File: config.mk
export PLATFORM = sky130hd
export DESIGN_NAME = intc_prio
export DESIGN_NICKNAME = d
export VERILOG_FILES = /design/src/rtl/intc_prio.sv
export SDC_FILE = /design/constraint.sdc
export NUM_CORES = 1
export LEC_CHECK = 0
export ABC_CLOCK_PERIOD_IN_PS = 4300
export BUFFER_PORTS_ARGS = -buffer_cell sky130_fd_sc_hd__buf_2
export CAP_MARGIN = 20
export CORE_MARGIN = 2
export CORE_UTILIZATION = 40
export CTS_CLUSTER_SIZE = 24
export DETAILED_ROUTE_END_ITERATION = 6
export GPL_TIMING_DRIVEN = 0
export SLEW_MARGIN = 20
export SYNTH_ARGS = -nofsm -noshare
export SYNTH_HDL_FRONTEND = slang
export SYNTH_SLANG_ARGS = --single-unit
export TNS_END_PERCENT = 30
File: constraint.sdc
create_clock -name clk -period 4.3 [get_ports clk]
set_clock_uncertainty 0.2 [all_clocks]
set_input_delay 0.645 -clock clk [delete_from_list [all_inputs] [get_ports clk]]
set_output_delay 0.645 -clock clk [all_outputs]
set_load 0.02 [all_outputs]
File: src/rtl/intc_prio.sv
// Prioritised interrupt controller: per-channel trigger/enable/priority, pending
// register and a three-state request handshake. Define INTC_SYNC_EN for a 2-flop input synchroniser.
module intc_prio #(
    parameter int DW  = 16,
    parameter int AW  = 13,
    parameter int NCH = 8
) (
    input  logic           clk,
    input  logic           rst,
    input  logic [DW-1:0]  din,
    input  logic [AW-1:0]  addr,
    input  logic           we,
    output logic [DW-1:0]  dout,
    input  logic [NCH-1:0] intp_i,
    input  logic           int_rdy,
    output logic           int_vld,
    output logic [3:0]     int_id
);

    typedef enum logic [1:0] {
        IDLE,
        REQ,
        ACT
    } state_t;

    localparam logic [AW-1:0] CTRL_ADDR = AW'(0);
    localparam logic [AW-1:0] EOI_ADDR  = AW'(1);
    localparam logic [AW-1:0] PEND_ADDR = AW'(2);

    state_t         state;
    state_t         state_nxt;
    logic           gie;
    logic           busy;
    logic [NCH-1:0] pend;
    logic [NCH-1:0] en;
    logic [1:0]     prio [NCH];
    logic [1:0]     mode [NCH];
    logic [NCH-1:0] s;
    logic [NCH-1:0] s_d;
    logic [NCH-1:0] cond;
    logic [NCH-1:0] set_vec;
    logic [NCH-1:0] clr_vec;
    logic [NCH-1:0] elig;
    logic           win_found;
    logic [1:0]     win_prio;
    logic [3:0]     win_id;
    logic           ctrl_wr;
    logic           eoi_wr;
    logic           pend_wr;
    logic [DW-1:0]  rdata;
    logic           unused_din;

    assign ctrl_wr    = we && (addr == CTRL_ADDR);
    assign eoi_wr     = we && (addr == EOI_ADDR);
    assign pend_wr    = we && (addr == PEND_ADDR);
    assign unused_din = ^din;
    assign busy       = (state != IDLE);
    assign int_vld    = (state == REQ);

`ifdef INTC_SYNC_EN
    logic [NCH-1:0] sync1;

    always_ff @(posedge clk) begin
        if (rst) begin
            sync1 <= '0;
            s     <= '0;
            s_d   <= '0;
        end else begin
            sync1 <= intp_i;
            s     <= sync1;
            s_d   <= s;
        end
    end
`else
    always_ff @(posedge clk) begin
        if (rst) begin
            s   <= '0;
            s_d <= '0;
        end else begin
            s   <= intp_i;
            s_d <= s;
        end
    end
`endif

    always_comb begin
        cond    = '0;
        clr_vec = '0;
        for (int k = 0; k < NCH; k++) begin
            case (mode[k])
                2'b00:   cond[k] = s[k];
                2'b01:   cond[k] = ~s[k];
                2'b10:   cond[k] = s[k] & ~s_d[k];
                default: cond[k] = ~s[k] & s_d[k];
            endcase
            if (pend_wr && din[k])
                clr_vec[k] = 1'b1;
            if ((state == REQ) && int_rdy && (int_id == 4'(k)))
                clr_vec[k] = 1'b1;
        end
    end

    assign set_vec = en & cond;
    assign elig    = pend & en;

    // Strict less-than while scanning upward keeps ties on the lowest index.
    always_comb begin
        win_found = 1'b0;
        win_prio  = 2'd3;
        win_id    = 4'd0;
        for (int k = 0; k < NCH; k++) begin
            if (elig[k] && (!win_found || (prio[k] < win_prio))) begin
                win_found = 1'b1;
                win_prio  = prio[k];
                win_id    = 4'(k);
            end
        end
    end

    always_ff @(posedge clk) begin
        if (rst) begin
            pend <= '0;
            gie  <= 1'b0;
            en   <= '0;
            for (int k = 0; k < NCH; k++) begin
                prio[k] <= 2'd0;
                mode[k] <= 2'd0;
            end
        end else begin
            pend <= (pend & ~clr_vec) | set_vec;
            if (ctrl_wr)
                gie <= din[0];
            for (int k = 0; k < NCH; k++) begin
                if (we && (addr == AW'(4 + k))) begin
                    en[k]   <= din[0];
                    prio[k] <= din[2:1];
                    mode[k] <= din[4:3];
                end
            end
        end
    end

    always_ff @(posedge clk) begin
        if (rst) begin
            state  <= IDLE;
            int_id <= 4'd0;
        end else begin
            state <= state_nxt;
            if ((state == IDLE) && (state_nxt == REQ))
                int_id <= win_id;
        end
    end

    always_comb begin
        state_nxt = state;
        case (state)
            IDLE: if (gie && win_found) state_nxt = REQ;
            REQ: begin
                if (int_rdy)
                    state_nxt = ACT;
                else if (ctrl_wr && !din[0])
                    state_nxt = IDLE;
            end
            ACT: if (eoi_wr) state_nxt = IDLE;
            default: state_nxt = IDLE;
        endcase
    end

    always_comb begin
        rdata = '0;
        if (addr == CTRL_ADDR) begin
            rdata[0]   = gie;
            rdata[1]   = busy;
            rdata[7:4] = busy ? int_id : 4'd0;
        end
        if (addr == PEND_ADDR)
            rdata[NCH-1:0] = pend;
        for (int k = 0; k < NCH; k++) begin
            if (addr == AW'(4 + k))
                rdata[4:0] = {mode[k], prio[k], en[k]};
        end
    end

    // Read data only moves on read cycles so a write never disturbs it.
    always_ff @(posedge clk) begin
        if (rst)
            dout <= '0;
        else if (!we)
            dout <= rdata;
    end

endmodule

==> results.md, run 1 <==
* Area growth, synth to finish at 16.2%
* TNS Setup at 0 ns
* Reg2Reg Capture Point: int_id[0]
* Hold crit path type: flop to flop
* Max Fclk at 253 MHz
* Mapped Cells at 457
* Die Span Y at 105 um
* Largest net degree at the start of global routing at 13
* Synth Area per Inst at 8.93 sq um
* Max-cap violations at 0
* WHS Path Cells at 2
* CTS tree: yes
* Warnings from Yosys at 0
* Vias in the first global route at 3617
* Worst VDD drop at 186 uV
* Clock-pin slew on the worst setup and hold paths at 0.09 ns
* Ys flop type: dfxtp_1
* Core box area at 0.00982 sq mm
* Drt initial violations at 335
* Die Wd at 105 um
* Power density over the cells at 315 mW/mm^2
* # setup viols final at 0
* Final hold viol count at 0
* Via count at 3721
* TritonCTS Sinks at 78
* Number of nets with antenna violations after routing at 0
* I/O Pins at 62
* CTS H-Tree Depth at 3
* Post-synth EDFFs at 32
* Worst r2r path cells at 15
* Worst hold slack at 0.268 ns
* Synth Register Bits at 78
* Gpl congestion at 0.889
* Routed length per instance at 18.0 um
* Mapped cell area at 0.00408 sq mm
* Clock buffer depth at 2
* HPWL Detailed at 9070 um
* Fin. max-slew vios at 0
* I/O Buffers at 43
* Hold path endpoint: dout[7]
* Critical setup path kind: flop to flop
* Commonest non-fill, non-tap cell in the layout: nand2_1
* Critical Path AT at 4.02 ns
* First-pass GRT wire length at 18800 um
* Rows at 36
* Finished Core Util at 0.483
* Slew HR at 0.397
* Die ar. at 0.0110 sq mm
* Later-pin clock latency in the skew report at 0.36 ns
* CP max FO at 7
* Initial Utilization at 0.416
* FFs w/ async S/R, synth at 0
* Via density per instance at 5.65
* Final nets at 563
* Fin crit period at 3.95 ns
* Most frequent cells in the layout: nand2_1 (54), buf_2 (46), nor2_1 (46), dfxtp_1 (46), a21oi_1 (34)
* DRC viols at 0
* Cell area after layout at 0.00474 sq mm
* Leak at 1.79 nW
* DRT Wirelength at 11900 um
* Crit start category: flop
* Overflow after GRT at 0
* Final period util at 0.920
* TritonCTS Buffers at 9
* Layout cells sized above 1 at 0.158
* Sequential area share after synthesis at 0.461
* Placed Area at 0.00449 sq mm
* DRT Pass-1 Iters at 5
* GRT Total Usage at 0.221
* Hold_buf cts at 0
* HP Start: dout[7]
* Yosys cell types at 62
* R2r setup slk at 0.35 ns
* Clk root buf: clkbuf_8
* CP required at 4.37 ns
* Critical R2R Launch: pend[0]
* Status: completed
* Initial antenna violation count at 0
* Tightest Pin Transition at 0.896 ns
* Worst setup EP type: flop
* Antenna diode count at 0
-- how the worst max path moves through the flow --
stage / slack (ns) / endpoint / cells after the start / start
global route: -0.03 / int_id[0] / 15 / prio[0][1]
detailed placement: 0.27 / int_id[0] / 15 / prio[0][1]
global placement: 0.24 / int_id[0] / 15 / pend[0]
finish: 0.35 / int_id[0] / 15 / pend[0]
floorplan: 0.75 / int_id[0] / 15 / prio[0][1]
CTS: 0.24 / int_id[0] / 15 / prio[0][3]
-- Yosys cell counts, drive strengths merged (3+ instances only) --
cell    instances  area (sq um)
nand2          54           203
dfxtp          46           921
nor2           46           173
a21oi          34           170
edfxtp         32           961
nor2b          21           131
nand3          19          95.1
clkbuf         15          56.3
inv            15          56.3
nand2b         15          93.8
o21ai          15          75.1
buf            12          82.6
nand3b          9          67.6
a221oi          8          70.1
a22oi           8          60.1
a222oi          6          60.1
a31oi           6          37.5
nor3            6          35.0
xor2            6          52.6
a211oi          5          37.5
and2            5          31.3
mux2i           5          50.1
nand4           5          31.3
and3            4          25.0
o22ai           4          25.0
xnor2           4          35.0
a21o            3          22.5
a221o           3          30.0
nor3b           3          22.5
nor4            3          18.8
o311ai          3          26.3
o31ai           3          22.5
or2             3          18.8
-- per-stage QoR --
step,cells,setup slack [ns],total power [W]
6_report,659,0.346,0.00149
3_3_place_gp,641,0.236,0.000939
4_1_cts,657,0.242,0.00150
3_5_place_dp,641,0.268,0.000941
2_1_floorplan,465,0.748,0.000895
5_1_grt,659,-0.0259,0.00154
-- worst max-delay path, stage by stage (launching register included) --
cell and delay [ns]:
dfxtp_1 0.50, nand3b_1 0.28, o2111a_1 0.23, o32ai_2 0.31
o221ai_1 0.22, a22oi_2 0.28, o211ai_1 0.17, a21oi_1 0.16
a31oi_1 0.05, ha_1 0.24, or3_1 0.42, nor3_1 0.23
a32oi_1 0.13, nand3_1 0.12, a211oi_1 0.05, nor4_1 0.26
-- flip-flops by register name, summed over array words and instances, names as in the netlist --
register / cells
dout: 8
en: 8
gie: 1
int_id: 3
mode: 16
pend: 8
prio: 16
s: 8
s_d: 8
state: 2
-- report_power, final --
group	total (W)	internal (W)	switching (W)	leakage, nW
clock	0.000569	0.000298	0.000272	0.105
combinational	0.000106	0.0000413	0.0000645	1.01
sequential	0.000820	0.000797	0.0000232	0.680
total	0.00149	0.00114	0.000359	1.79
-- what timing repair did --
item                                   4_1_cts  5_1_grt
buffers inserted                             0        2
setup endpoints to repair                    0        3
gates resized for setup                      0        5
endpoints found under the hold margin        0        0
-- layer usage --
metal	global-route usage	wire, um	share of wire	vias up
li1	-	-	-	1790
met2	0.364	5580	0.47	146
met5	0	0	0	-
met4	0.0952	308	0.026	0
met1	0.288	5130	0.43	1761
met3	0.0331	834	0.070	24
-- cell families after synthesis --
family	Yosys count	share of synthesized area
flip-flops	78	0.461
XOR/XNOR	10	0.0215
buffers and inverters	43	0.0488
AND/OR/NAND/NOR	202	0.255
adder cells (fa/ha/maj)	3	0.00797
AO/OA/AOI/OAI	115	0.192
multiplexers	5	0.0123
other	1	0.000919
-- cell type report --
| cell class | count | area, sq um |
|---|---|---|
| Multi-Input combinational cell | 344 | 2060 |
| Inverter | 16 | 60.1 |
| Fill cell | 1002 | 5080 |
| Clock inverter | 1 | 6.26 |
| Buffer | 27 | 139 |
| Tap cell | 133 | 166 |
| Sequential cell | 78 | 1880 |
| Timing Repair Buffer | 45 | 230 |
| Clock buffer | 15 | 199 |
Power figures use the tool's default switching activity.
==> inputs of run 2 (changes only) <==
--- a/config.mk
+++ b/config.mk
@@ -5,7 +5,8 @@
 export SDC_FILE = /design/constraint.sdc
 export NUM_CORES = 1
 export LEC_CHECK = 0
-export ABC_CLOCK_PERIOD_IN_PS = 4300
+export ABC_AREA = 1
+export ABC_CLOCK_PERIOD_IN_PS = 4800
 export BUFFER_PORTS_ARGS = -buffer_cell sky130_fd_sc_hd__buf_2
 export CAP_MARGIN = 20
 export CORE_MARGIN = 2
@@ -13,6 +14,7 @@
 export CTS_CLUSTER_SIZE = 24
 export DETAILED_ROUTE_END_ITERATION = 6
 export GPL_TIMING_DRIVEN = 0
+export SKIP_LAST_GASP = 1
 export SLEW_MARGIN = 20
 export SYNTH_ARGS = -nofsm -noshare
 export SYNTH_HDL_FRONTEND = slang
==> constraint.sdc (replaced) <==
create_clock -name clk -period 4.8 [get_ports clk]
set_clock_uncertainty 0.2 [all_clocks]
set_input_delay 0.72 -clock clk [delete_from_list [all_inputs] [get_ports clk]]
set_output_delay 0.72 -clock clk [all_outputs]
set_load 0.02 [all_outputs]
==> run 2 against run 1 <==
Worst hold slack lost 0.018 ns. Cell count up 12%. Sequential share of layout area grew 0.40 points. Worst setup slack gained 0.48 ns. Die area stayed put. Sequential power fell by 11%. Design area decreased by 1.0%. Core utilization is 0.48 points lower. Clock power is 21% lower. Fmax fell by 0.40%. First-iteration DRC count is 23% lower. Total power is 15% lower. Largest power group unchanged.
==> results.md, run 2 <==
* Status: completed
* Most common cell in the netlist: nand2_1
* Largest regs: mode (16), prio (16)
* Warnings from Yosys at 0
* I/O Pins at 62
* Worst setup EP type: flop
* Tightest Pin Transition at 1.02 ns
* DRC viols at 0
* RSZ-0062 raised after global routing: false
* Placed Area at 0.00450 sq mm
* Rows at 36
* Later-pin clock latency in the skew report at 0.35 ns
* Synth Register Bits at 78
* Synth top cells by count: nand2_1 (104), inv_1 (94), nor2_1 (72)
* WL met3 at 528 um
* Critical Path AT at 4.06 ns
* WL met2 at 5040 um
* Die Wd at 105 um
* Top post-synthesis cells by area: edfxtp_1 (24%), dfxtp_1 (23%), nand2_1 (9.6%)
* Fin crit period at 3.97 ns
* Clock buffer depth at 2
* Core box area at 0.00982 sq mm
* Routed length per instance at 15.0 um
* Post-synth EDFFs at 32
* Critical Path Most Common Cell: nand2_1
* DRT Pass-1 Iters at 5
* Power density over the cells at 272 mW/mm^2
* Fin. max-slew vios at 0
* TritonCTS Sinks at 78
* Number of nets with antenna violations after routing at 0
* Ys flop type: dfxtp_1
* Pint at 0.000957 W
* Clock-pin slew on the worst setup and hold paths at 0.08 ns
* Largest net degree at the start of global routing at 14
* Most frequent cells in the layout: nand2_1 (104), inv_1 (94), nor2_1 (72)
* Highest metal used: met4
* Yosys cell types at 37
* Drt initial violations at 259
* Area growth, synth to finish at 15.0%
* Reported net switching power at 0.000320 W
* CTS resizes at 0
* Crit-path max cell delay at 0.45 ns
* Via density per instance at 5.07
* Logic pwr share at 0.077
* I/O Buffers at 43
* Routed met1 length at 5260 um
* Die ar. at 0.0110 sq mm
* Synth Area per Inst at 7.57 sq um
* Initial antenna violation count at 0
* Commonest non-fill, non-tap cell in the layout: nand2_1
* Antenna diode count at 0
* Slew HR at 0.313
* Die Span Y at 105 um
* CP top delay family: simple AND/OR/NAND/NOR gates
* First-pass GRT wire length at 17600 um
* CP max FO at 5
* Max-cap violations at 0
* Critical setup path kind: flop to flop
* Max Fclk at 252 MHz
* Final period util at 0.827
* FFs w/ async S/R, synth at 0
* CP required at 4.89 ns
* Layout cells sized above 1 at 0.153
* Area leader, netlist: edfxtp_1
* Crit start category: flop
* # setup viols final at 0
* CTS tree: yes
* Worst VDD drop at 165 uV
* Leak at 2.10 nW
* Register share of total power at 0.570
* Setup Buffers After CTS at 0
* Clk pwr share at 0.353
* TNS Setup at 0 ns
* Sequential area share after synthesis at 0.461
* Initial Utilization at 0.416
* Via count at 3754
* CTS H-Tree Depth at 3
* TritonCTS Buffers at 9
* Hold crit path type: flop to flop
* GRT Total Usage at 0.208
* CP max stage cell: dfxtp_1
* Post-synth top area share at 0.236
* Worst Path Buf+Inv at 1
* Mapped Cells at 539
* DRT Wirelength at 11100 um
* Hold_buf cts at 0
* Final nets at 644
* HPWL Detailed at 8890 um
* Cell area after layout at 0.00469 sq mm
* Final hold viol count at 0
* Gpl congestion at 0.912
* Overflow after GRT at 0
* Net Sw Frac at 0.251
* Vias in the first global route at 3571
* Clk root buf: clkbuf_8
* Mapped cell area at 0.00408 sq mm
==> run 2: changes by cell type after synthesis, sizes merged, moves of 6 or more <==
cell	before	now
a22oi	8	2
a222oi	6	0
o211ai	1	14
nand2	54	120
nor2b	21	0
nor2	46	72
clkbuf	15	8
inv	15	95
nand3	19	33
nand2b	15	0
nor4	3	11
nand3b	9	0
o2111ai	0	6
xor2	6	0
==> run 2: power by group through the flow <==
stage	sequential [W]	combinational, W	clock, W
detailed placement	0.000743	0.0000974	0
global placement	0.000742	0.0000959	0
finish	0.000728	0.0000984	0.000451
CTS	0.000728	0.0000978	0.000459
global route	0.000731	0.000111	0.000488
floorplan	0.000740	0.0000600	0
==> run 2: cell families after synthesis <==
kind of cell	after synthesis	share of synthesized area
other cells	1	0.000919
buf+inv	115	0.114
simple gates	250	0.268
fa+ha+maj	1	0.00307
compound gates	94	0.152
flops	78	0.461
==> run 2: layout make-up <==
| class | instances | area [sq um] |
|---|---|---|
| Timing Repair Buffer | 44 | 226 |
| Multi-Input combinational cell | 354 | 1780 |
| Buffer | 18 | 101 |
| Fill cell | 1039 | 5130 |
| Inverter | 97 | 364 |
| Tap cell | 133 | 166 |
| Clock inverter | 4 | 22.5 |
| Clock buffer | 12 | 155 |
| Sequential cell | 78 | 1880 |
==> run 2: worst paths after layout <==
kind                                  end  cells after the start  slack (ns)  startpoint
worst max-delay path            int_id[1]                     41        0.83       en[0]
worst min-delay path               s_d[0]                      2        0.25        s[0]
worst max register to register  int_id[1]                     41        0.83       en[0]
worst min register to register     s_d[0]                      2        0.25        s[0]
==> run 2: worst register-to-register path, delay by kind of cell, from the launching register on <==
kind	cells	cell delay (ns)
flip-flops	1	0.45
AO/OA/AOI/OAI	2	0.20
AND/OR/NAND/NOR	37	2.73
buffers and inverters	1	0.07
adder cells (fa/ha/maj)	1	0.29
==> run 2: layer usage <==
| metal | global-route usage | vias to the layer above |
|---|---|---|
| met5 | 0 | - |
| met1 | 0.280 | 1731 |
| met4 | 0.0886 | 0 |
| li1 | - | 1904 |
| met2 | 0.340 | 100 |
| met3 | 0.0193 | 19 |
==> run 2: stage by stage <==
stage | cells | util | hold WS, ns | total power [W] | worst slack [ns]
after floorplan | 547 | - | 0.224 | 0.000800 | 1.32
after global placement | 723 | 0.457 | 0.241 | 0.000838 | 0.948
after detailed placement | 724 | 0.459 | 0.245 | 0.000840 | 0.823
after CTS | 740 | 0.477 | 0.253 | 0.00128 | 0.796
after global routing | 740 | 0.478 | 0.270 | 0.00133 | 0.298
final | 740 | 0.478 | 0.250 | 0.00128 | 0.830
==> inputs of run 3 (changes only) <==
--- a/config.mk
+++ b/config.mk
@@ -6,7 +6,7 @@
 export NUM_CORES = 1
 export LEC_CHECK = 0
 export ABC_AREA = 1
-export ABC_CLOCK_PERIOD_IN_PS = 4800
+export ABC_CLOCK_PERIOD_IN_PS = 3900
 export BUFFER_PORTS_ARGS = -buffer_cell sky130_fd_sc_hd__buf_2
 export CAP_MARGIN = 20
 export CORE_MARGIN = 2
==> constraint.sdc (replaced) <==
create_clock -name clk -period 3.9 [get_ports clk]
set_clock_uncertainty 0.2 [all_clocks]
set_input_delay 0.585 -clock clk [delete_from_list [all_inputs] [get_ports clk]]
set_output_delay 0.585 -clock clk [all_outputs]
set_load 0.02 [all_outputs]
==> run 3 against run 2 <==
Combinational power grew 26%. Wire length grew 1.6%. Die area is the same. Non-clock buffer count grew 12. Sequential power grew 23%. Critical path depth shrank 4. Via count grew 1.7%. Design area grew 2.9%. Fmax grew 2.5%. Cell count grew 1.6%. Highest routed layer unchanged.
==> results.md, run 3 (synthesized netlist as in run 2, its figures left out) <==
* Finished Core Util at 0.492
* Rows at 36
* Die Wd at 105 um
* Crit-path max cell delay at 0.42 ns
* Max-cap violations at 0
* Hold crit path type: input pin to flop
* Overflow after GRT at 0
* HPWL Detailed at 8890 um
* Die Span Y at 105 um
* CP max FO at 4
* Final period util at 0.993
* TritonCTS Buffers at 9
* Initial antenna violation count at 0
* Fin crit period at 3.87 ns
* Vias in the first global route at 3603
* Fin. max-slew vios at 0
* Multi-input logic area at 0.00182 sq mm
* RSZ-0062 raised after global routing: true
* Fill cell count at 1026
* TritonCTS Sinks at 78
* CTS tree: yes
* R2r setup slk at 0.03 ns
* Hold_buf cts at 0
* Clk root buf: clkbuf_8
* Routed length per instance at 15.0 um
* CP required at 3.99 ns
* Leak at 2.16 nW
* Die ar. at 0.0110 sq mm
* Later-pin clock latency in the skew report at 0.35 ns
* Drt initial violations at 251
* Largest regs: mode (16), prio (16)
* Largest net degree at the start of global routing at 14
* Core box area at 0.00982 sq mm
* Critical setup path kind: flop to flop
* Slew HR at 0.290
* Via count at 3817
* Via density per instance at 5.08
* Max Fclk at 258 MHz
* Final nets at 656
* Power density over the cells at 326 mW/mm^2
* Clock-pin slew on the worst setup and hold paths at 0.08 ns
* Critical Path AT at 3.97 ns
* Antenna diode count at 0
* Tot Pwr at 0.00158 W
* Layout Cells excl Fill at 752
* Cell count after placement at 724
* Layout cells sized above 1 at 0.195
* CP max stage cell: edfxtp_1
* Area growth, synth to finish at 18.4%
* DRC viols at 0
* Worst r2r path cells at 37
* Worst VDD drop at 203 uV
* GRT Total Usage at 0.208
* Status: completed
* Crit start category: flop
* I/O Buffers at 43
* WHS Path Cells at 3
* Final hold viol count at 0
* Worst setup EP type: flop
* TNS Setup at 0 ns
* Tightest Pin Transition at 1.06 ns
* First-pass GRT wire length at 17700 um
* Gpl congestion at 0.912
* # setup viols final at 0
* Clock buffer depth at 2
* DRT Pass-1 Iters at 5
* Critical Path Most Common Cell: nand2_2
* Number of nets with antenna violations after routing at 0
* DRT Wirelength at 11300 um
* Most frequent cells in the layout: inv_1 (94), nand2_1 (94), nor2_1 (69)
* Initial Utilization at 0.416
* CTS H-Tree Depth at 3
* Register Area at 0.00189 sq mm
* I/O Pins at 62
[run 3: cell types whose count changed in the layout (fill, tap and decap cells not counted), sizes merged]
cell	change
buf	+12
[run 3: through the flow]
stage / cell area [sq um] / setup slack, ns / hold WS (ns)
CTS: 4740 / 0.00742 / 0.212
floorplan: 4110 / 0.425 / 0.224
global placement: 4490 / 0.0483 / 0.241
global route: 4830 / -0.428 / 0.227
detailed placement: 4500 / -0.0775 / 0.245
finish: 4830 / 0.0265 / 0.225
[run 3: layer usage]
metal	vias up	global-route usage	wire length, um
met4	0	0.0886	249
li1	1928	-	-
met1	1763	0.281	5260
met3	18	0.0193	574
met5	-	0	0
met2	108	0.342	5170
[run 3: cell type report]
class / count / area share
Multi-Input combinational cell: 354 / 0.376
Timing Repair Buffer: 56 / 0.0655
Clock buffer: 12 / 0.0321
Buffer: 18 / 0.0210
Tap cell: 133 / 0.0345
Inverter: 97 / 0.0754
Sequential cell: 78 / 0.390
Clock inverter: 4 / 0.00466
[run 3: path summary, 6_finish.rpt]
| path | endpoint | startpoint |
|---|---|---|
| setup / recovery | int_id[1] | prio[0][1] |
| hold reg to reg | s_d[0] | s[0] |
| hold / removal | s[5] | intp_i[5] |
| setup reg to reg | int_id[1] | prio[0][1] |
[run 3: what timing repair did]
item / in CTS / in global routing
endpoints found under the setup margin: 3 / 3
gates resized for setup: 4 / 15
endpoints found under the hold margin: 0 / 0
gates cloned: 0 / 0
pin swaps: 9 / 18
setup buffers: 7 / 5
[run 3: power breakdown]
part | switching (W) | total (W) | internal [W]
clock network | 0.000293 | 0.000556 | 0.000263
logic | 0.0000841 | 0.000124 | 0.0000402
registers | 0.0000183 | 0.000895 | 0.000877
total | 0.000396 | 0.00158 | 0.00118
[run 3: critical path: cells and delay by family, from the launching register on]
family                     cells  cell delay, ns
AOI/OAI and AO/OA              4            0.48
adders and majority gates      1            0.27
buffers and inverters          1            0.17
DFF                            1            0.42
and+or+nand+nor               31            2.26
